[config.mk]
export PLATFORM = sky130hd
export DESIGN_NAME = ccc_reconfig_ctrl
export DESIGN_NICKNAME = d
export VERILOG_FILES = /design/src/rtl/ccc_reconfig_ctrl.sv
export SDC_FILE = /design/constraint.sdc
export NUM_CORES = 1
export LEC_CHECK = 0
export CAP_MARGIN = 20
export CORE_MARGIN = 2
export CORE_UTILIZATION = 38
export DETAILED_ROUTE_END_ITERATION = 10
export SYNTH_ARGS = -nofsm -noshare
export SYNTH_HDL_FRONTEND = slang
export SYNTH_SLANG_ARGS = --single-unit
[constraint.sdc]
create_clock -name CLK -period 2.7 [get_ports CLK]
set_input_delay 0.54 -clock CLK [delete_from_list [all_inputs] [get_ports CLK]]
set_output_delay 0.54 -clock CLK [all_outputs]
set_load 0.1 [all_outputs]
[src/rtl/ccc_reconfig_ctrl.sv]
// CCC divider reconfiguration controller: accepts a divider request, blanks the
// downstream clock, loads new codes and re-qualifies PLL lock before release.
module ccc_reconfig_ctrl #(
  parameter int         LOCK_TIMEOUT = 4096,
  parameter int         LOCK_STABLE  = 64,
  parameter int         SETTLE       = 16,
  parameter logic [6:0] RST_FINDIV   = 7'd2,
  parameter logic [6:0] RST_FBDIV    = 7'd19,
  parameter logic [4:0] RST_OADIV    = 5'd0,
  parameter logic [4:0] RST_OBDIV    = 5'd1
) (
  input  logic       CLK,
  input  logic       RESET,
  input  logic       REQ,
  input  logic [6:0] REQ_FINDIV,
  input  logic [6:0] REQ_FBDIV,
  input  logic [4:0] REQ_OADIV,
  input  logic [4:0] REQ_OBDIV,
  input  logic       LOCK_IN,
  output logic       ACK,
  output logic [6:0] FINDIV,
  output logic [6:0] FBDIV,
  output logic [4:0] OADIV,
  output logic [4:0] OBDIV,
  output logic       CFG_STROBE,
  output logic       GATE_EN,
  output logic       LOCKED,
  output logic       BUSY,
  output logic       ERR,
  output logic       DONE
);

  typedef enum logic [2:0] {
    ST_WAIT_LOCK,
    ST_STABLE,
    ST_RUN,
    ST_GATE,
    ST_LOAD,
    ST_FAIL
  } state_t;

  localparam logic [12:0] TMO_LAST    = 13'(LOCK_TIMEOUT - 1);
  localparam logic [12:0] STABLE_LAST = 13'(LOCK_STABLE - 1);
  localparam logic [12:0] SETTLE_LAST = 13'(SETTLE - 1);

  state_t      state;
  logic [12:0] cnt;
  logic        lock_m;
  logic        lock_s;
  logic [6:0]  lat_findiv;
  logic [6:0]  lat_fbdiv;
  logic [4:0]  lat_oadiv;
  logic [4:0]  lat_obdiv;
  logic        accept;

  function automatic logic [12:0] sat_inc(input logic [12:0] v);
    return (v == '1) ? v : v + 13'd1;
  endfunction

  // Lock loss in RUN outranks a simultaneous request.
  assign accept = REQ && (((state == ST_RUN) && lock_s) || (state == ST_FAIL));

  always_ff @(posedge CLK) begin
    if (accept) begin
      lat_findiv <= REQ_FINDIV;
      lat_fbdiv  <= REQ_FBDIV;
      lat_oadiv  <= REQ_OADIV;
      lat_obdiv  <= REQ_OBDIV;
    end
  end

  always_ff @(posedge CLK or posedge RESET) begin
    if (RESET) begin
      state      <= ST_WAIT_LOCK;
      cnt        <= '0;
      lock_m     <= 1'b0;
      lock_s     <= 1'b0;
      FINDIV     <= RST_FINDIV;
      FBDIV      <= RST_FBDIV;
      OADIV      <= RST_OADIV;
      OBDIV      <= RST_OBDIV;
      ACK        <= 1'b0;
      CFG_STROBE <= 1'b0;
      DONE       <= 1'b0;
      GATE_EN    <= 1'b0;
      LOCKED     <= 1'b0;
      ERR        <= 1'b0;
      BUSY       <= 1'b1;
    end else begin
      lock_m     <= LOCK_IN;
      lock_s     <= lock_m;
      ACK        <= 1'b0;
      CFG_STROBE <= 1'b0;
      DONE       <= 1'b0;
      if (accept) begin
        state   <= ST_GATE;
        cnt     <= '0;
        ACK     <= 1'b1;
        ERR     <= 1'b0;
        GATE_EN <= 1'b0;
        LOCKED  <= 1'b0;
        BUSY    <= 1'b1;
      end else begin
        case (state)
          ST_WAIT_LOCK: begin
            if (lock_s) begin
              state <= ST_STABLE;
              cnt   <= '0;
            end else if (cnt == TMO_LAST) begin
              state <= ST_FAIL;
              cnt   <= '0;
              ERR   <= 1'b1;
              BUSY  <= 1'b0;
            end else begin
              cnt <= sat_inc(cnt);
            end
          end
          ST_STABLE: begin
            if (!lock_s) begin
              state <= ST_WAIT_LOCK;
              cnt   <= '0;
            end else if (cnt == STABLE_LAST) begin
              state   <= ST_RUN;
              cnt     <= '0;
              GATE_EN <= 1'b1;
              LOCKED  <= 1'b1;
              DONE    <= 1'b1;
              BUSY    <= 1'b0;
            end else begin
              cnt <= sat_inc(cnt);
            end
          end
          ST_RUN: begin
            if (!lock_s) begin
              state   <= ST_WAIT_LOCK;
              cnt     <= '0;
              GATE_EN <= 1'b0;
              LOCKED  <= 1'b0;
              BUSY    <= 1'b1;
            end
          end
          ST_GATE: begin
            if (cnt == SETTLE_LAST) begin
              state      <= ST_LOAD;
              cnt        <= '0;
              FINDIV     <= lat_findiv;
              FBDIV      <= lat_fbdiv;
              OADIV      <= lat_oadiv;
              OBDIV      <= lat_obdiv;
              CFG_STROBE <= 1'b1;
            end else begin
              cnt <= sat_inc(cnt);
            end
          end
          ST_LOAD: begin
            // Lock is not trusted while the CCC relocks on the new codes.
            if (cnt == SETTLE_LAST) begin
              state <= ST_WAIT_LOCK;
              cnt   <= '0;
            end else begin
              cnt <= sat_inc(cnt);
            end
          end
          ST_FAIL: begin
            ERR <= 1'b1;
          end
          default: begin
            state <= ST_WAIT_LOCK;
            cnt   <= '0;
          end
        endcase
      end
    end
  end

endmodule

# Word-level counts from Yosys, hierarchy flattened
# Index checks and enable logic that the tools add are counted.
dict set report word_totals {
  input_bits 28
  reg_bits 72
  out_inout_bits 31
}
dict set report classes {
  bitwise 1
  muxes 42
  eq_ne 19
  n_reduce_logical 14
  add_sub_neg 1
}
# operator n
set op_table {}
lappend op_table {{$mux W13} 8}
lappend op_table {{$pmux W13 S5} 1}
lappend op_table {{$mux W3} 8}
lappend op_table {{$mux W1} 21}
lappend op_table {{$ne A3 B3 Y1 const B} 7}
lappend op_table {{$pmux W3 S6} 1}
lappend op_table {{$add A13 B1 Y13 const B} 1}
lappend op_table {{$eq A13 B12 Y1 const B} 1}
lappend op_table {{$eq A13 B13 Y1 const B} 1}
lappend op_table {{$eq A13 B4 Y1 const B} 1}
lappend op_table {{$eq A13 B6 Y1 const B} 1}
lappend op_table {{$reduce_and A6 Y1} 2}
lappend op_table {{$ne A4 B4 Y1 const B} 2}
lappend op_table {{$eq A3 B2 Y1 const B} 2}
lappend op_table {{$eq A3 B3 Y1 const B} 2}
lappend op_table {{$reduce_and A3 Y1} 2}
lappend op_table {{$reduce_bool A3 Y1} 2}
lappend op_table {{$pmux W1 S2} 2}
lappend op_table {{$reduce_and A4 Y1} 1}
lappend op_table {{$reduce_bool A4 Y1} 1}
lappend op_table {{$eq A3 B1 Y1 const B} 1}
lappend op_table {{$logic_not A3 Y1} 1}
lappend op_table {{$pmux W1 S3} 1}
lappend op_table {{$logic_and A1 B1 Y1} 2}
lappend op_table {{other kinds (5)} 5}

# Longest topological paths before layout
# Gate-level depths: netlist (run 1).
dict set report depth {
  ltp_word 6
  depth_mapped 7
  ltp_nobuf 7
}

# Least setup slack after synthesis (run 1)
# No wires, ideal clock.
dict set report synth_timing {
  kind {register to register}
  startpoint {register cnt[0]}
  endpoint {register cnt[11]}
  t_arrival_ps 1906
  t_required_ps 2578
  path_stages_with_launch 8
  slack_ps 672
  setup_time_ps 122
  synth_period_minus_slack_ps 2028
  path_cell_list {dfrtp_1 ha_1 nand3_2 or2_1 o41a_1 o31ai_4 o22ai_1 a32o_1}
}
dict set report synth_via {
  elab_chain_len 6
  elab_cells_between_ends 13
  classes_between {add/sub (1); eq/ne (4); mux (8)}
}
# item line_no
set synth_lines {}
lappend synth_lines {{start: declaration} 47} ;# logic [12:0] cnt;
lappend synth_lines {{start signal: assignment} 115} ;# cnt <= sat_inc(cnt);
lappend synth_lines {{start signal: assignment} 130} ;# cnt <= sat_inc(cnt);
lappend synth_lines {{start signal: assignment} 152} ;# cnt <= sat_inc(cnt);
lappend synth_lines {{$add A13 B1 Y13 or $eq A13 B13 Y1 (tied branches)} 57} ;# return (v == '1) ? v : v + 13'd1;
lappend synth_lines {{$mux W13} 57}
lappend synth_lines {{$mux W13, on equally long branches} {122, 109}}
lappend synth_lines {{$mux W13, on equally long branches} {119, 106}}
lappend synth_lines {{$pmux W13 S5 *} 104} ;# case (state)
lappend synth_lines {{$mux W13 *} 95} ;# if (accept) begin
# Mark *: on every way between the ends. The rest lies on a longest branch, timed or not.
# A chain may end at the register's enable or synchronous reset.

# Worst setup path in the final report (run 1)
dict set report layout_timing {
  startpoint {register cnt[8]}
  endpoint {register cnt[11]}
}
# Same word-level chain as after synthesis.

==> results of run 1 <==
cell usage after synthesis (4+ instances only):
cell type / count / area share, %
nor2_1: 23 / 2.9
dfrtp_1: 42 / 36
a21oi_1: 6 / 1.0
edfxtp_1: 24 / 24
nand2b_1: 5 / 1.1
mux2_2: 24 / 9.1
nor3_1: 4 / 0.68
xor2_1: 5 / 1.5
o21ai_0: 8 / 1.4
nand2_1: 15 / 1.9
dfstp_2: 6 / 5.3
nand3_1: 8 / 1.4
logic make-up after synthesis:
| logic type | synth area share, % |
|---|---|
| XOR/XNOR | 2.37 |
| AND/OR/NAND/NOR | 13.5 |
| buffers and inverters | 1.69 |
| adder cells (fa/ha/maj) | 0.423 |
| flip-flops | 65.2 |
| AO/OA/AOI/OAI | 7.36 |
| multiplexers | 9.48 |
through the flow:
step           power [uW]  utilization, %  area, um^2  hold slack (ns)  setup WS, ns
2_1_floorplan        1810               -        2960            0.331         0.672
3_3_place_gp         1990            47.0        3600            0.340         0.367
6_report             2840            49.7        3800            0.362         0.472
5_1_grt              2990            49.7        3800            0.376         0.290
3_5_place_dp         2000            47.0        3600            0.346         0.287
4_1_cts              2870            49.7        3800            0.365         0.472
final cells by class:
| class | count | area [um^2] |
|---|---|---|
| Fill cell | 700 | 3850 |
| Clock inverter | 6 | 65.1 |
| Multi-Input combinational cell | 142 | 985 |
| Tap cell | 102 | 128 |
| Clock buffer | 10 | 138 |
| Inverter | 2 | 7.51 |
| Timing Repair Buffer | 64 | 548 |
| Sequential cell | 72 | 1930 |
flip-flops by register name, summed over array words and instances (netlist names), 3 cells and up:
signal and flops:
state 3, lat_fbdiv 7, lat_obdiv 5, cnt 13, OBDIV 5, lat_oadiv 5, OADIV 5, FINDIV 7
FBDIV 7, lat_findiv 7
path summary, 6_finish.rpt:
check / to / cells past startpoint
min in group asynchronous: CFG_STROBE$_DFF_PP0_ / 2
setup / recovery: cnt[11]$_DFFE_PP0P_ / 6
hold / removal: lock_s$_DFF_PP0_ / 0
max in group asynchronous: FINDIV[1]$_DFFE_PP1P_ / 3
setup reg to reg: cnt[11]$_DFFE_PP0P_ / 6
hold reg to reg: lock_s$_DFF_PP0_ / 0
metal layers:
layer  vias to the layer above  track usage [%]
met4                         0             5.97
met3                         9             4.52
met2                        46             22.7
met5                         -                0
li1                        944                -
met1                       944             18.5
cells in the final DEF (no fill, tap or decap), types with 2 or more instances in the layout:
cell	count
a21oi_1	6
a32o_1	2
buf_4	37
clkbuf_8	10
clkdlybuf4s50_1	27
clkinv_2	2
dfrtp_1	42
dfstp_2	6
edfxtp_1	24
inv_6	2
mux2_2	24
nand2_1	15
nand2b_1	5
nand3_1	8
nand3b_1	2
nand4_1	2
nor2_1	23
nor2b_1	3
nor3_1	4
nor4_1	3
o21a_1	2
o21ai_0	8
o22ai_1	3
or2_2	3
or3_1	3
xnor2_1	3
xor2_1	5
report_power, final:
group,internal [uW],switching (uW),total [uW]
clock,455,406,861
combinational,257,397,655
sequential,1220,98.7,1320
==> flow_metrics.py, run 1 <==
metrics = {
    "clock_network": {
        "htree_num_levels": 3,
        "cts_setup_buffers": 0,
        "cts_buffers": 9,
        "cts_buffer_depth": 2,
        "worstSkewPairLatency_ns": 0.34,
        "cts_hold_buf": 0,
        "cts_resized": 0,
        "root_buffer": "clkbuf_8",
        "clk_pin_slew_ns": 0.08,
        "cts.sinks": 72,
        "cts_tree": "done",
    },
    "drt": {
        "drt_iter0_markers": 91,
        "first_pass_iters": 4,
        "vias_per_cell": 4.88,
        "postRouteAntennaNets": 0,
        "vias": 1943,
        "drc": 0,
        "met3_length_um": 275,
        "wirelength_um": 5620,
        "wire_per_inst_um": 14.1,
        "dr_wl_met2_um": 2700,
        "wl_met1_um": 2530,
        "top_layer": "met4",
    },
    "worst_setup_path": {
        "path_class": "reg -> reg",
        "cp.required_ns": 2.92,
        "reg2reg_from": "cnt[8]$_DFFE_PP0P_",
        "crit_path_max_fanout": 9,
        "cp_slowest_cell": "a221o_2",
        "worst-path-buf-inv": 0,
        "rrSetupSlack_ns": 0.47,
        "cpPeakStageDelay_ns": 0.49,
        "cp-startpoint": "cnt[8]$_DFFE_PP0P_",
        "crit_path_start_kind": "flop",
        "path_delay_family": "compound AO/OA/AOI/OAI gates",
        "cp.arrival_ns": 2.45,
        "path_cells": "nor4_1 -> nand2_1 -> a221o_2 -> o31ai_4 -> o22ai_1 -> a32o_1",
        "worstSetupEndpointType": "flop",
    },
    "floorplanning": {
        "core.rowCount": 32,
        "die_w_um": 92.2,
        "core_area_um2": 7650,
        "die_h_um": 92.2,
        "die_area_um2": 8510,
        "start_util_pct": 38.7,
        "io_pins": 59,
    },
    "synthesis": {
        "syn_inst": 224,
        "async_flop_share_pct": 66.7,
        "synth.distinct_cells": 45,
        "synth-edff-count": 24,
        "syn_nets": 253,
        "ys.flop_type": "dfrtp_1",
        "avgSynthCellArea_um2": 13.2,
        "ys_ff_latch": 72,
        "synth_area_um2": 2960,
        "yosys_warnings": 0,
        "yosysSeqAreaShare_pct": 65.2,
    },
    "placed_design": {
        "port_buffers": 58,
        "gp_congestion": 0.841,
        "dp_hpwl_um": 3810,
        "place_inst": 382,
    },
    "global_routing": {
        "grt_antenna_before_repair": 0,
        "grt_max_degree": 27,
        "grt_usage_pct": 14.4,
        "grt_first_pass_wirelength_um": 9370,
        "grt_pass1_vias": 1916,
        "grt-ovfl-total": 0,
    },
    "sta": {
        "rsz0062_at_grt": "false",
        "fin_crit_ns": 2.23,
        "fin_crit_sh_pct": 82.5,
        "setup_viol": 0,
        "timing_hold_violations_final": 0,
        "drv_slew": 0,
        "tns_ns": 0,
        "max_freq_ghz": 0.449,
        "worstMarginPinSlew_ns": 0.572,
        "clock_skew_ns": 0.0134,
        "relSlewSlack_pct": 61.8,
    },
    "min_path": {
        "hold_path.class": "reg -> reg",
        "holdCritStartpoint": "lock_m$_DFF_PP0_",
    },
    "power_and_ir_drop": {
        "cellPowerDensity_nw_per_um2": 747,
        "leakagePower_uw": 0.00164,
        "ir_drop_v": 0.000344,
    },
    "finish": {
        "drive_above_1_share_pct": 31.1,
        "diodes": 0,
        "fin_cells": 398,
        "syn2layout_area_growth_pct": 28.5,
        "fin_nets": 320,
    },
    "status": {
        "outcome": "complete, no violations",
    },
    "flow_run": {
        "drv_cap": 0,
    },
}
(Power assumes the default switching activity.)
==> run 2: changes to the inputs <==
==> constraint.sdc (replaced) <==
create_clock -name CLK -period 2.1 [get_ports CLK]
set_input_delay 0.42 -clock CLK [delete_from_list [all_inputs] [get_ports CLK]]
set_output_delay 0.42 -clock CLK [all_outputs]
set_load 0.1 [all_outputs]
==> run 2 against run 1 <==
Via count rose by 6.1%. Final area grew 6.6%. Utilization grew 3.3 points. Non-clock buffer count rose by 24. Sequential cell count unchanged. Global-route usage grew 0.62 points. Highest routed layer unchanged.
==> flow_metrics.py, run 2 (synthesized netlist as in run 1, its figures left out) <==
metrics = {
    "power_and_ir_drop": {
        "clock_power_share_pct": 29.6,
        "leakagePower_uw": 0.00177,
        "combPwrFrac_pct": 27.5,
        "cellPowerDensity_nw_per_um2": 952,
        "sw_frac_of_total_pct": 31.5,
        "pwr-share-seq_pct": 42.9,
        "p_sw_uw": 1220,
        "ir_drop_v": 0.000411,
        "finalPower_uw": 3860,
        "intPower_uw": 2640,
    },
    "min_path": {
        "hold_path.class": "reg -> reg",
    },
    "sta": {
        "tns_ns": 0,
        "clock_skew_ns": 0.0167,
        "drv_slew": 0,
        "rsz0062_at_grt": "true",
        "fin_ws_ns": 0.0577,
        "timing_hold_violations_final": 0,
        "worstMarginPinSlew_ns": 0.427,
        "fin_crit_ns": 2.04,
        "max_freq_ghz": 0.490,
        "fin_crit_sh_pct": 97.3,
        "setup_viol": 0,
        "relSlewSlack_pct": 71.5,
    },
    "clock_network": {
        "clk_pin_slew_ns": 0.08,
        "cts_buffers": 9,
        "cts.sinks": 72,
        "htree_num_levels": 3,
        "cts_hold_buf": 0,
        "cts_tree": "done",
        "worstSkewPairLatency_ns": 0.34,
        "cts_buffer_depth": 2,
        "root_buffer": "clkbuf_8",
    },
    "drt": {
        "first_pass_iters": 4,
        "drc": 0,
        "vias": 2061,
        "wirelength_um": 5840,
        "wire_per_inst_um": 13.8,
        "postRouteAntennaNets": 0,
        "drt_iter0_markers": 64,
        "vias_per_cell": 4.88,
    },
    "finish": {
        "largest_register_ffs": 13,
        "fin_nets": 344,
        "final_common_cell": "buf_4",
        "diodes": 0,
        "fin_util_pct": 52.9,
        "top_register": "cnt",
        "drive_above_1_share_pct": 38.1,
        "syn2layout_area_growth_pct": 36.9,
        "fin_cells": 422,
        "mostFrequentLayoutCells": "buf_4, dfrtp_1, clkdlybuf4s50_1, mux2_2, edfxtp_1",
    },
    "floorplanning": {
        "start_util_pct": 38.7,
        "core_area_um2": 7650,
        "io_pins": 59,
        "die_area_um2": 8510,
        "die_w_um": 92.2,
        "core.rowCount": 32,
        "die_h_um": 92.2,
    },
    "placed_design": {
        "gp_congestion": 0.839,
        "port_buffers": 58,
        "dp_hpwl_um": 4140,
        "pre_cts_ws_ns": -0.0559,
        "place_inst": 404,
    },
    "global_routing": {
        "grt-ovfl-total": 0,
        "grt_first_pass_wirelength_um": 9740,
        "grt_antenna_before_repair": 0,
        "grt_max_degree": 34,
        "grt_usage_pct": 15.1,
        "grt_pass1_vias": 2092,
    },
    "worst_setup_path": {
        "rrSetupSlack_ns": 0.06,
        "cp.arrival_ns": 2.27,
        "path_class": "reg -> reg",
        "cp.required_ns": 2.33,
        "crit_path_max_fanout": 4,
        "worstSetupEndpointType": "flop",
        "crit_path_start_kind": "flop",
    },
    "status": {
        "outcome": "complete, no violations",
    },
    "flow_run": {
        "drv_cap": 0,
    },
}
[run 2: what timing repair did]
action	CTS	global route
setup endpoints to repair	2	6
pin swaps	3	2
gates resized for setup	2	4
setup buffers	2	0
[run 2: through the flow]
step                cell area [um^2]  hold slack (ns)
global route                    4050            0.372
global placement                3800            0.336
finish                          4050            0.354
floorplan                       2960            0.331
CTS                             4030            0.357
detailed placement              3800            0.339
[run 2: power by group through the flow]
stage	combinational, uW	sequential [uW]	clock [uW]
detailed placement	1030	1680	0
CTS	1060	1650	1180
global placement	1030	1680	0
floorplan	536	1790	0
global route	1160	1670	1230
finish	1060	1650	1140
[run 2: path summary, 6_finish.rpt]
path | startpoint | endpoint | cells after the start
worst max-delay path | cnt[0]$_DFFE_PP0P_ | cnt[11]$_DFFE_PP0P_ | 7
max in group asynchronous | RESET | OBDIV[0]$_DFFE_PP1P_ | 3
min in group asynchronous | RESET | OADIV[2]$_DFFE_PP0P_ | 3
worst max register to register | cnt[0]$_DFFE_PP0P_ | cnt[11]$_DFFE_PP0P_ | 7
worst min-delay path | lock_m$_DFF_PP0_ | lock_s$_DFF_PP0_ | 0
worst min register to register | lock_m$_DFF_PP0_ | lock_s$_DFF_PP0_ | 0
[run 2: worst max-delay path: stages (launching register included)]
cell	delay [ns]
dfrtp_1	0.35
ha_2	0.19
nand3_2	0.08
or2_4	0.27
o41a_1	0.37
o31ai_4	0.33
o22ai_1	0.13
a32o_1	0.22
[run 2: metal layers]
layer  wire length (um)  track usage, %  up-vias
met5                  0               0        -
met4                184            9.70        0
met3                213            2.79       13
met2               2900            24.9       57
met1               2550            18.1      992
li1                   -               -      999
[run 2: layout make-up]
class | instances | area, um^2
multi-input cells | 142 | 1010
fillers | 679 | 3600
clock inverters | 6 | 72.6
well taps | 102 | 128
repair buffers | 88 | 766
inverters | 2 | 7.51
flip-flops and latches | 72 | 1930
clock buffers | 10 | 138
==> run 3: changes to the inputs <==
==> constraint.sdc (replaced) <==
create_clock -name CLK -period 2.5 [get_ports CLK]
set_input_delay 0.5 -clock CLK [delete_from_list [all_inputs] [get_ports CLK]]
set_output_delay 0.5 -clock CLK [all_outputs]
set_load 0.1 [all_outputs]
==> run 3 against run 2 <==
Sequential power down 15%. Sequential cell count unchanged. Critical path depth unchanged. Largest power group unchanged. Clock power down 24%. Wire length down 1.8%. Die area unchanged. Fmax down 9.7%. Non-clock buffer count down 20. Via count down 5.4%. Worst hold slack better by 0.0037 ns. First-iteration DRC count up 47%. Critical endpoint unchanged. Global-route usage down 0.18 points.
==> flow_metrics.py, run 3 (synthesized netlist as in run 1, its figures left out) <==
metrics = {
    "power_and_ir_drop": {
        "pwr-share-seq_pct": 45.9,
        "ir_drop_v": 0.000346,
        "leakagePower_uw": 0.00165,
        "combPwrFrac_pct": 25.5,
        "p_sw_uw": 1030,
        "cellPowerDensity_nw_per_um2": 791,
        "sw_frac_of_total_pct": 33.9,
        "intPower_uw": 2010,
        "clock_power_share_pct": 28.6,
    },
    "global_routing": {
        "grt_antenna_before_repair": 0,
        "grt_pass1_vias": 1902,
        "grt-ovfl-total": 0,
        "grt_max_degree": 49,
        "grt_usage_pct": 14.9,
        "grt_first_pass_wirelength_um": 9650,
    },
    "sta": {
        "timing_hold_violations_final": 0,
        "setup_viol": 0,
        "clock_skew_ns": 0.0120,
        "drv_slew": 0,
        "rsz0062_at_grt": "false",
        "whs_ns": 0.358,
        "worstMarginPinSlew_ns": 0.507,
        "tns_ns": 0,
        "fin_crit_sh_pct": 90.5,
        "relSlewSlack_pct": 66.1,
        "max_freq_ghz": 0.442,
        "fin_crit_ns": 2.26,
    },
    "floorplanning": {
        "core_area_um2": 7650,
        "core.rowCount": 32,
        "start_util_pct": 38.7,
        "io_pins": 59,
        "die_h_um": 92.2,
        "die_w_um": 92.2,
        "die_area_um2": 8510,
    },
    "drt": {
        "first_pass_iters": 4,
        "vias_per_cell": 4.85,
        "drt_iter0_markers": 94,
        "vias": 1950,
        "wirelength_um": 5740,
        "postRouteAntennaNets": 0,
        "drc": 0,
        "wire_per_inst_um": 14.3,
    },
    "clock_network": {
        "htree_num_levels": 3,
        "clk_pin_slew_ns": 0.09,
        "cts_tree": "done",
        "cts_buffer_depth": 2,
        "root_buffer": "clkbuf_8",
        "cts.sinks": 72,
        "cts_hold_buf": 0,
        "cts_resized": 0,
        "cts_setup_buffers": 0,
        "cts_buffers": 9,
        "worstSkewPairLatency_ns": 0.35,
    },
    "flow_run": {
        "drv_cap": 0,
    },
    "finish": {
        "top_register": "cnt",
        "mostFrequentLayoutCells": "dfrtp_1, buf_4, clkdlybuf4s50_1, mux2_2, edfxtp_1",
        "fin_util_pct": 50.3,
        "fin_nets": 324,
        "final_common_cell": "dfrtp_1",
        "diodes": 0,
        "syn2layout_area_growth_pct": 30.2,
        "multiInputGateArea_um2": 985,
        "largest_register_ffs": 13,
        "drive_above_1_share_pct": 32.0,
        "n_fill_cell": 700,
        "regArea_um2": 1930,
    },
    "worst_setup_path": {
        "cp.required_ns": 2.75,
        "cp.arrival_ns": 2.51,
        "crit_path_max_fanout": 5,
        "path_cells": "ha_1 -> nand3_2 -> or2_1 -> o41a_1 -> o31ai_4 -> o22ai_1 -> a32o_1",
        "cpPeakStageDelay_ns": 0.47,
        "cp_slowest_cell": "o41a_1",
        "crit_path_start_kind": "flop",
        "worstSetupEndpointType": "flop",
        "path_class": "reg -> reg",
    },
    "placed_design": {
        "dp_hpwl_um": 3860,
        "port_buffers": 58,
        "gp_congestion": 0.886,
    },
    "status": {
        "outcome": "complete, no violations",
    },
    "min_path": {
        "hold_path.class": "reg -> reg",
    },
}
run 3: path summary, 6_finish.rpt:
path | start | end | slack, ns | cells past startpoint
setup / recovery | cnt[0]$_DFFE_PP0P_ | cnt[11]$_DFFE_PP0P_ | 0.24 | 7
hold / removal | lock_m$_DFF_PP0_ | lock_s$_DFF_PP0_ | 0.36 | 0
setup reg to reg | cnt[0]$_DFFE_PP0P_ | cnt[11]$_DFFE_PP0P_ | 0.24 | 7
hold reg to reg | lock_m$_DFF_PP0_ | lock_s$_DFF_PP0_ | 0.36 | 0
max in group asynchronous | RESET | OBDIV[0]$_DFFE_PP1P_ | 1.72 | 3
min in group asynchronous | RESET | cnt[11]$_DFFE_PP0P_ | 0.50 | 3
run 3: per-layer routing:
metal	vias up	part of all wire (%)	wire length, um	track usage (%)
met5	-	0	0	0
met4	0	2.2	127	7.09
met3	12	4.0	231	3.29
met2	50	47	2700	23.5
met1	935	47	2680	19.5
li1	953	-	-	-
run 3: critical path, delay by kind of cell, from the launching register on:
family | cells | cell delay [ns]
AO/OA/AOI/OAI | 4 | 1.16
adder cells (fa/ha/maj) | 1 | 0.20
flip-flops | 1 | 0.40
AND/OR/NAND/NOR | 2 | 0.40
run 3: stage by stage:
stage | total power, uW | cell area [um^2] | instances | worst slack, ns
after global placement | 2200 | 3660 | 386 | 0.308
after CTS | 3070 | 3850 | 402 | 0.240
final | 3040 | 3850 | 402 | 0.238
after global routing | 3230 | 3850 | 402 | 0.0940
after detailed placement | 2200 | 3660 | 386 | 0.256
after floorplan | 1960 | 2960 | 224 | 0.472
run 3: cell type report:
type / count / area share (%)
sequential: 72 / 50.1
inverter: 2 / 0.195
clock inverter: 7 / 1.59
multi-input combinational: 142 / 25.6
tap: 102 / 3.31
timing repair buffer: 68 / 16.0
clock buffer: 9 / 3.22
run 3: power by group through the flow:
stage	Sequential [uW]	Combinational [uW]	Clock, uW
floorplan	1510	450	0
global placement	1420	780	0
detailed placement	1420	776	0
CTS	1400	780	897
global route	1410	860	956
finish	1400	775	871
